[config.mk]
export PLATFORM = sky130hd
export DESIGN_NAME = cla_addsub_pipe
export DESIGN_NICKNAME = d
export VERILOG_FILES = /design/src/rtl/cla_addsub_pipe.sv
export SDC_FILE = /design/constraint.sdc
export NUM_CORES = 1
export LEC_CHECK = 0
export ABC_AREA = 1
export BUFFER_PORTS_ARGS = -buffer_cell sky130_fd_sc_hd__buf_2
export CORE_AREA = 2 2 79 81
export CTS_BUF_LIST = sky130_fd_sc_hd__clkbuf_4 sky130_fd_sc_hd__clkbuf_8
export DETAILED_ROUTE_END_ITERATION = 8
export DIE_AREA = 0 0 81 83
export HOLD_SLACK_MARGIN = 0.03
export PLACE_DENSITY = 0.85
export SLEW_MARGIN = 20
export SYNTH_ARGS = -nofsm -noshare
export SYNTH_HDL_FRONTEND = slang
export SYNTH_SLANG_ARGS = --single-unit
export TNS_END_PERCENT = 30
[constraint.sdc]
create_clock -name clk_i -period 6.55 [get_ports clk_i]
set_clock_uncertainty 0.1 [all_clocks]
set_input_delay 0 -clock clk_i [delete_from_list [all_inputs] [get_ports clk_i]]
set_output_delay 0 -clock clk_i [all_outputs]
set_load 0.005 [all_outputs]
[src/rtl/cla_addsub_pipe.sv]
// rtl/cla_addsub_pipe.sv - pipelined add/sub, one carry-lookahead lane resolved per stage
// Optional saturation: define CLA_ADDSUB_SAT_EN to add the sat_i input.
module cla_addsub_pipe #(
   parameter int WIDTH  = 16,
   parameter int LANE_W = 8
) (
   input  logic             clk_i,
   input  logic             rst_i,
   input  logic             in_valid_i,
   output logic             in_ready_o,
   input  logic [WIDTH-1:0] a_i,
   input  logic [WIDTH-1:0] b_i,
   input  logic [1:0]       op_i,
   input  logic             cin_i,
`ifdef CLA_ADDSUB_SAT_EN
   input  logic             sat_i,
`endif
   output logic             out_valid_o,
   input  logic             out_ready_i,
   output logic [WIDTH-1:0] sum_o,
   output logic             cout_o,
   output logic             ovf_o,
   output logic             zero_o,
   output logic             neg_o
);
   localparam int NL = WIDTH / LANE_W;

   // Flat sum-of-products carries: c[i+1] = g[i] | p[i]g[i-1] | ... | p[i..0]c0
   function automatic logic [LANE_W:0] lane_add(input logic [LANE_W-1:0] x,
                                                input logic [LANE_W-1:0] y,
                                                input logic c0);
      logic [LANE_W-1:0] p, g;
      logic [LANE_W:0]   c;
      logic              t;
      p = x ^ y;
      g = x & y;
      c = '0;
      c[0] = c0;
      for (int i = 0; i < LANE_W; i++) begin
         t = c0;
         for (int m = 0; m <= i; m++) t = t & p[m];
         c[i+1] = t;
         for (int j = 0; j <= i; j++) begin
            t = g[j];
            for (int m = j + 1; m <= i; m++) t = t & p[m];
            c[i+1] = c[i+1] | t;
         end
      end
      return {c[LANE_W], p ^ c[LANE_W-1:0]};
   endfunction

   logic [WIDTH-1:0] a_q [NL];
   logic [WIDTH-1:0] b_q [NL];
   logic [WIDTH-1:0] s_q [NL];
   logic             c_q [NL];
   logic             v_q [NL];
   logic [WIDTH-1:0] s_d [NL];
   logic             cn_d [NL];
`ifdef CLA_ADDSUB_SAT_EN
   logic             sat_q [NL];
`endif

   logic             out_valid_q, cout_q, ovf_q, zero_q, neg_q;
   logic [WIDTH-1:0] sum_q, sum_d;
   logic             ovf_d, a_msb, b_msb, adv;

   assign adv        = !out_valid_q | out_ready_i;
   assign in_ready_o = adv;
   assign a_msb      = a_q[NL-1][WIDTH-1];
   assign b_msb      = b_q[NL-1][WIDTH-1];

   always_comb begin
      logic [LANE_W:0] lr;
      lr = '0;
      for (int k = 0; k < NL; k++) begin
         lr = lane_add(a_q[k][k*LANE_W +: LANE_W], b_q[k][k*LANE_W +: LANE_W], c_q[k]);
         s_d[k] = s_q[k];
         s_d[k][k*LANE_W +: LANE_W] = lr[LANE_W-1:0];
         cn_d[k] = lr[LANE_W];
      end
      ovf_d = (a_msb == b_msb) & (s_d[NL-1][WIDTH-1] != a_msb);
      sum_d = s_d[NL-1];
`ifdef CLA_ADDSUB_SAT_EN
      if (sat_q[NL-1] && ovf_d)
         sum_d = a_msb ? {1'b1, {(WIDTH-1){1'b0}}} : {1'b0, {(WIDTH-1){1'b1}}};
`endif
   end

   always_ff @(posedge clk_i or posedge rst_i) begin
      if (rst_i) begin
         for (int k = 0; k < NL; k++) v_q[k] <= 1'b0;
         out_valid_q <= 1'b0;
         sum_q       <= '0;
         cout_q      <= 1'b0;
         ovf_q       <= 1'b0;
         zero_q      <= 1'b0;
         neg_q       <= 1'b0;
      end else if (adv) begin
         v_q[0] <= in_valid_i;
         for (int k = 1; k < NL; k++) v_q[k] <= v_q[k-1];
         out_valid_q <= v_q[NL-1];
         if (v_q[NL-1]) begin
            sum_q  <= sum_d;
            cout_q <= cn_d[NL-1];
            ovf_q  <= ovf_d;
            zero_q <= (sum_d == '0);
            neg_q  <= sum_d[WIDTH-1];
         end
      end
   end

   // Operand/partial-sum payload needs no reset; the valid bits qualify it.
   always_ff @(posedge clk_i) begin
      if (adv) begin
         a_q[0] <= a_i;
         b_q[0] <= op_i[0] ? ~b_i : b_i;
         s_q[0] <= '0;
         c_q[0] <= op_i[1] ? cin_i : op_i[0];
`ifdef CLA_ADDSUB_SAT_EN
         sat_q[0] <= sat_i;
`endif
         for (int k = 1; k < NL; k++) begin
            a_q[k] <= a_q[k-1];
            b_q[k] <= b_q[k-1];
            s_q[k] <= s_d[k-1];
            c_q[k] <= cn_d[k-1];
`ifdef CLA_ADDSUB_SAT_EN
            sat_q[k] <= sat_q[k-1];
`endif
         end
      end
   end

   assign out_valid_o = out_valid_q;
   assign sum_o       = sum_q;
   assign cout_o      = cout_q;
   assign ovf_o       = ovf_q;
   assign zero_o      = zero_q;
   assign neg_o       = neg_q;
endmodule

# [Word-level counts from Yosys, hierarchy flattened]
# Memories as Yosys holds them, arrays and structs flattened.
# Cells that the tools add are included.
[op_classes] eq_ne=2 muxes=4 bitwise=153 n_reduce_logical=3
[op_table] operator="$and 1x1->1" n=73
[op_table] operator="$or 1x1->1" n=73
[op_table] operator="$xor 8x8->8" n=4
[op_table] operator="$and 8x8->8" n=2
[op_table] operator="$logic_not 16->1" n=1
[op_table] operator="$mux 16" n=1
[op_table] operator="$not 16->16" n=1
[op_table] operator="$mux 1" n=3
[op_table] operator="$reduce_and 2->1" n=1
[op_table] operator="$eq 1x1->1" n=1
[op_table] operator="$logic_not 1->1" n=1
[op_table] operator="$ne 1x1->1" n=1
[totals] reg_bits=23 ramBits=98 input_bits=39 word_cells=174 mem_count=4
[mem_list] memory="a_q" depth=2 word_bits=16 rd=2 rd_clocked_by_memory_dff=0 wr=2 line_no="52" source="logic [WIDTH-1:0] a_q [NL];"
[mem_list] memory="b_q" depth=2 word_bits=16 rd=2 rd_clocked_by_memory_dff=0 wr=2 line_no="53" source="logic [WIDTH-1:0] b_q [NL];"
[mem_list] memory="s_q" depth=2 word_bits=16 rd=2 rd_clocked_by_memory_dff=0 wr=2 line_no="54" source="logic [WIDTH-1:0] s_q [NL];"
[mem_list] memory="c_q" depth=2 word_bits=1 rd=2 rd_clocked_by_memory_dff=0 wr=2 line_no="55" source="logic c_q [NL];"

# [Longest topological paths before layout]
[logic_depth] ltp_word=18 mapped_depth=15

# [Worst setup path after synthesis]
# OpenSTA, ideal clock, no wires.
[synth_timing] path_kind="reg-to-reg" from="register out_valid_q, in the netlist out_valid_o" to="memory a_q[0][0] (enable)" setup_time_ns=0.416 arrival_time_ns=1.710 t_required_ns=6.034 path_slack_ns=4.324 stages_incl_launch_ff=4 n_path_buf=0 synth_period_minus_slack_ns=2.226 cell_sequence="dfrtp_1 -> inv_1 -> nor2_1 -> inv_1"
[synth_lines] element="start, declared" line_no="63" source="logic out_valid_q, cout_q, ovf_q, zero_q, neg_q;"
[synth_lines] element="start signal, assigned" line_no="101" source="out_valid_q <= v_q[NL-1];"
[synth_lines] element="end, declared" line_no="52"

# [Worst setup path after layout]
[layout_timing] from="register out_valid_q, in the netlist out_valid_o" to="output port in_ready_o"
[layout_between] elab_chain_cells=2
[layout_lines] element="$logic_not 1->1" line_no="67" source="assign adv = !out_valid_q | out_ready_i;"
[layout_lines] element="$or 1x1->1" line_no="67"
[layout_lines] element="end, declared" line_no="10" source="output logic in_ready_o,"
# No other way between the ends.

==> reports/qor.log <==
[status] outcome finished, final reports clean
[drt] count of routing violations after the opening detailed-route iteration 83
[yosys] synthesized instance count 284
[sta] setup repair after global routing missed its margin no
[yosys] Main synth FF type sky130_fd_sc_hd__edfxtp_1
[clock_network] level count of the clock H-tree 3
[die] Die ar. 6720 µm²
[clock_network] Clock Latency Late Sink 0.34 ns
[yosys] area share of the largest cell type after synthesis 0.497
[yosys] cell with the most instances after synthesis sky130_fd_sc_hd__edfxtp_1
[finish] Final Cell Area 4450 µm²
[worst_setup_path] slowest stage delay, CP 0.90 ns
[die] Placement Rows 28
[placement] total of buffers placed on input and output ports 60
[global_routing] antenna violations before repair 0
[yosys] syn_nets 343
[global_routing] first-pass GRT wire length 10400 µm
[yosys] Cell variety after synth 28
[yosys] FF+latch count, synth 80
[worst_setup_path] WP depth 4
[finish] final std cells w/o fill 466
[die] number of top-level design ports 61
[hold_path] Worst Hold Path Cells 2
[yosys] number of enable-type register cells in the synthesized netlist 58
[placement] Routability Congestion 0.826
[placement] pre-CTS worst setup slack 4.28 ns
[worst_setup_path] worst-path cell chain inv_1 > nor2_1 > clkinv_2 > buf_2
[clock_network] root buf cell sky130_fd_sc_hd__clkbuf_8
[sta] relative slew slack 0.336
[drt] residual DRC count 0
[drt] ratio of routed vias to standard cells 4.94
[sta] count of pins over their slew limit 0
[worst_setup_path] buffering stage count on the worst path with inverters included 3
[drt] Vias 2302
[drt] Antenna Nets Post-Route 0
[clock_network] clock tree from TritonCTS yes
[worst_setup_path] required time at the endpoint of the critical path 6.45 ns
[yosys] leading cell types by total area after synthesis sky130_fd_sc_hd__edfxtp_1, sky130_fd_sc_hd__dfrtp_1, sky130_fd_sc_hd__ha_1
[die] initial core utilization 0.603
[die] Die Height 83 µm
[drt] overall routed net length 6170 µm
[sta] Worst Tran Pin Value 0.995 ns
[global_routing] number of global-route vias before repair 2280
[clock_network] Longest Clk Path Bufs 2
[clock_network] Worst-path clk slew 0.08 ns
[sta] fmax 0.398 GHz
[worst_setup_path] worst path arrival time 2.41 ns
[sta] total negative slack 0 ns
[sta] final critical delay including setup and external delays 2.51 ns
[power] Max IR drop VDD 0.251 mV
[yosys] library cell occupying the most area in the post-synthesis netlist sky130_fd_sc_hd__edfxtp_1
[job] Max-Cap Viols 0
[yosys] share of synthesized registers carrying an async set or reset 0.275
[worst_setup_path] standard cell with the maximum stage delay on the critical path sky130_fd_sc_hd__clkinv_2
[yosys] proportion of synthesized chip area in sequential cells 0.654
[power] Power per Cell Area 380 nW/µm²
[worst_setup_path] family with the most delay on the worst path buffers and inverters
[finish] layout-stage area growth over the synthesis result 27.1%
[die] horizontal extent of the die 81 µm
[global_routing] maximum number of pins on one net before global-route repair 63
[worst_setup_path] launching element type of the critical path register
[worst_setup_path] peak fanout along the critical path 62
[yosys] mean instance size in the synthesized netlist 12.3 µm²
[sta] final setup violating endpoints 0
[finish] count of antenna diodes in the layout 0
[die] Core Box Area 5820 µm²
[finish] core utilization of the finished layout 0.766
[yosys] number of warnings issued by yosys 0
[worst_setup_path] sort of element at the end of the critical path output pin
[hold_path] Hold Path Class input pin to register
[clock_network] post-CTS repair timing setup buffer count 0
[power] leakage power total 2.05 nW
[global_routing] overall fraction of global-route tracks in use 0.207
[sta] smallest setup slack after layout 4.04 ns
[clock_network] Sinks on Clock Net 80
[finish] share of final-layout standard cells stronger than drive strength 1 0.233
[drt] Wirelength per Cell 13.2 µm
[sta] post-route fraction of the period consumed by the critical path 0.384
[finish] Final nets 445
[clock_network] clock buffer count from CTS 9
[drt] first-pass iteration count of the detailed router 4
[worst_setup_path] Crit Path Category register to output pin
[placement] DPL Wire Length 3790 µm
[placement] Placed Cells incl. Taps 413
[worst_setup_path] R2R depth 4
[yosys] Syn Std Cell Area 3500 µm²
[yosys] most instantiated cells after synthesis sky130_fd_sc_hd__edfxtp_1, sky130_fd_sc_hd__nand2_1, sky130_fd_sc_hd__inv_1
[sta] final hold violation count 0
[placement] Cell Area, Placed 3870 µm²
[global_routing] grt total ovfl 0
==> flip-flops by register name (all words and copies together), names as in the netlist <==
register,flops
zero_o,1
ovf_o,1
a_q,24
v_q,2
s_q,8
neg_o,1
cout_o,1
c_q,2
b_q,24
sum_o,15
out_valid_o,1
==> report_power, final <==
group	internal [mW]	leakage, nW	switching [mW]
combinational	0.204	1.09	0.298
clock	0.217	0.103	0.174
sequential	0.733	0.854	0.0649
total	1.15	2.05	0.537
==> stage by stage <==
stage               hold WS (ns)  power, mW
floorplan                 -0.111       1.14
global placement          0.0733       1.25
detailed placement        0.0783       1.29
CTS                        0.118       1.69
global route               0.135       1.81
finish                     0.125       1.69
==> layer usage <==
| metal | part of all wire | GRT usage | up-vias |
|---|---|---|---|
| met5 | 0 | 0 | - |
| met4 | 0.020 | 0.100 | 0 |
| met3 | 0.047 | 0.0446 | 17 |
| met2 | 0.51 | 0.341 | 73 |
| met1 | 0.42 | 0.257 | 1058 |
| li1 | - | - | 1154 |
==> area by class of cell <==
| class | count | area (µm²) |
|---|---|---|
| flip-flops and latches | 80 | 2290 |
| fillers | 381 | 1360 |
| multi-input cells | 167 | 1060 |
| repair buffers | 97 | 671 |
| clock buffers | 10 | 131 |
| inverters | 31 | 118 |
| well taps | 75 | 93.8 |
| clock inverters | 6 | 83.8 |
==> final timing paths <==
kind                                   end  slack [ns]         from
worst max-delay path            in_ready_o        4.04  out_valid_o
worst min-delay path             b_q[0][9]        0.12      op_i[0]
worst max register to register      v_q[1]        4.20  out_valid_o
worst min register to register  b_q[0][25]        0.32    b_q[0][9]
max in group asynchronous           cout_o        5.63        rst_i
min in group asynchronous         sum_o[5]        0.23        rst_i
==> cell families after synthesis <==
family / after synthesis / synth area share
xor+xnor: 24 / 0.0600
buf+inv: 37 / 0.0421
flops: 80 / 0.654
fa+ha+maj: 20 / 0.0757
mux: 1 / 0.00321
compound gates: 16 / 0.0275
simple gates: 106 / 0.137
==> layout by cell type, fill, tap and decap left out, types with 2 or more instances in the layout <==
cell,instances
sky130_fd_sc_hd__nand4_1,7
sky130_fd_sc_hd__a31oi_1,3
sky130_fd_sc_hd__edfxtp_1,58
sky130_fd_sc_hd__inv_1,30
sky130_fd_sc_hd__dlygate4sd3_1,37
sky130_fd_sc_hd__clkbuf_8,9
sky130_fd_sc_hd__fa_1,2
sky130_fd_sc_hd__clkinvlp_4,2
sky130_fd_sc_hd__buf_2,60
sky130_fd_sc_hd__nand2_2,7
sky130_fd_sc_hd__dfrtp_1,22
sky130_fd_sc_hd__nand3_1,14
sky130_fd_sc_hd__o21ai_0,9
sky130_fd_sc_hd__bufinv_16,2
sky130_fd_sc_hd__ha_1,18
sky130_fd_sc_hd__nor2_1,17
sky130_fd_sc_hd__clkinv_2,2
sky130_fd_sc_hd__nand2_1,55
sky130_fd_sc_hd__xor2_1,23
==> what timing repair did <==
item | 4_1_cts | 5_1_grt
endpoints found under the hold margin | 57 | 0
resized for setup | 0 | 0
hold buffers | 37 | 0
No activity file was read; power rests on OpenSTA's default activity.
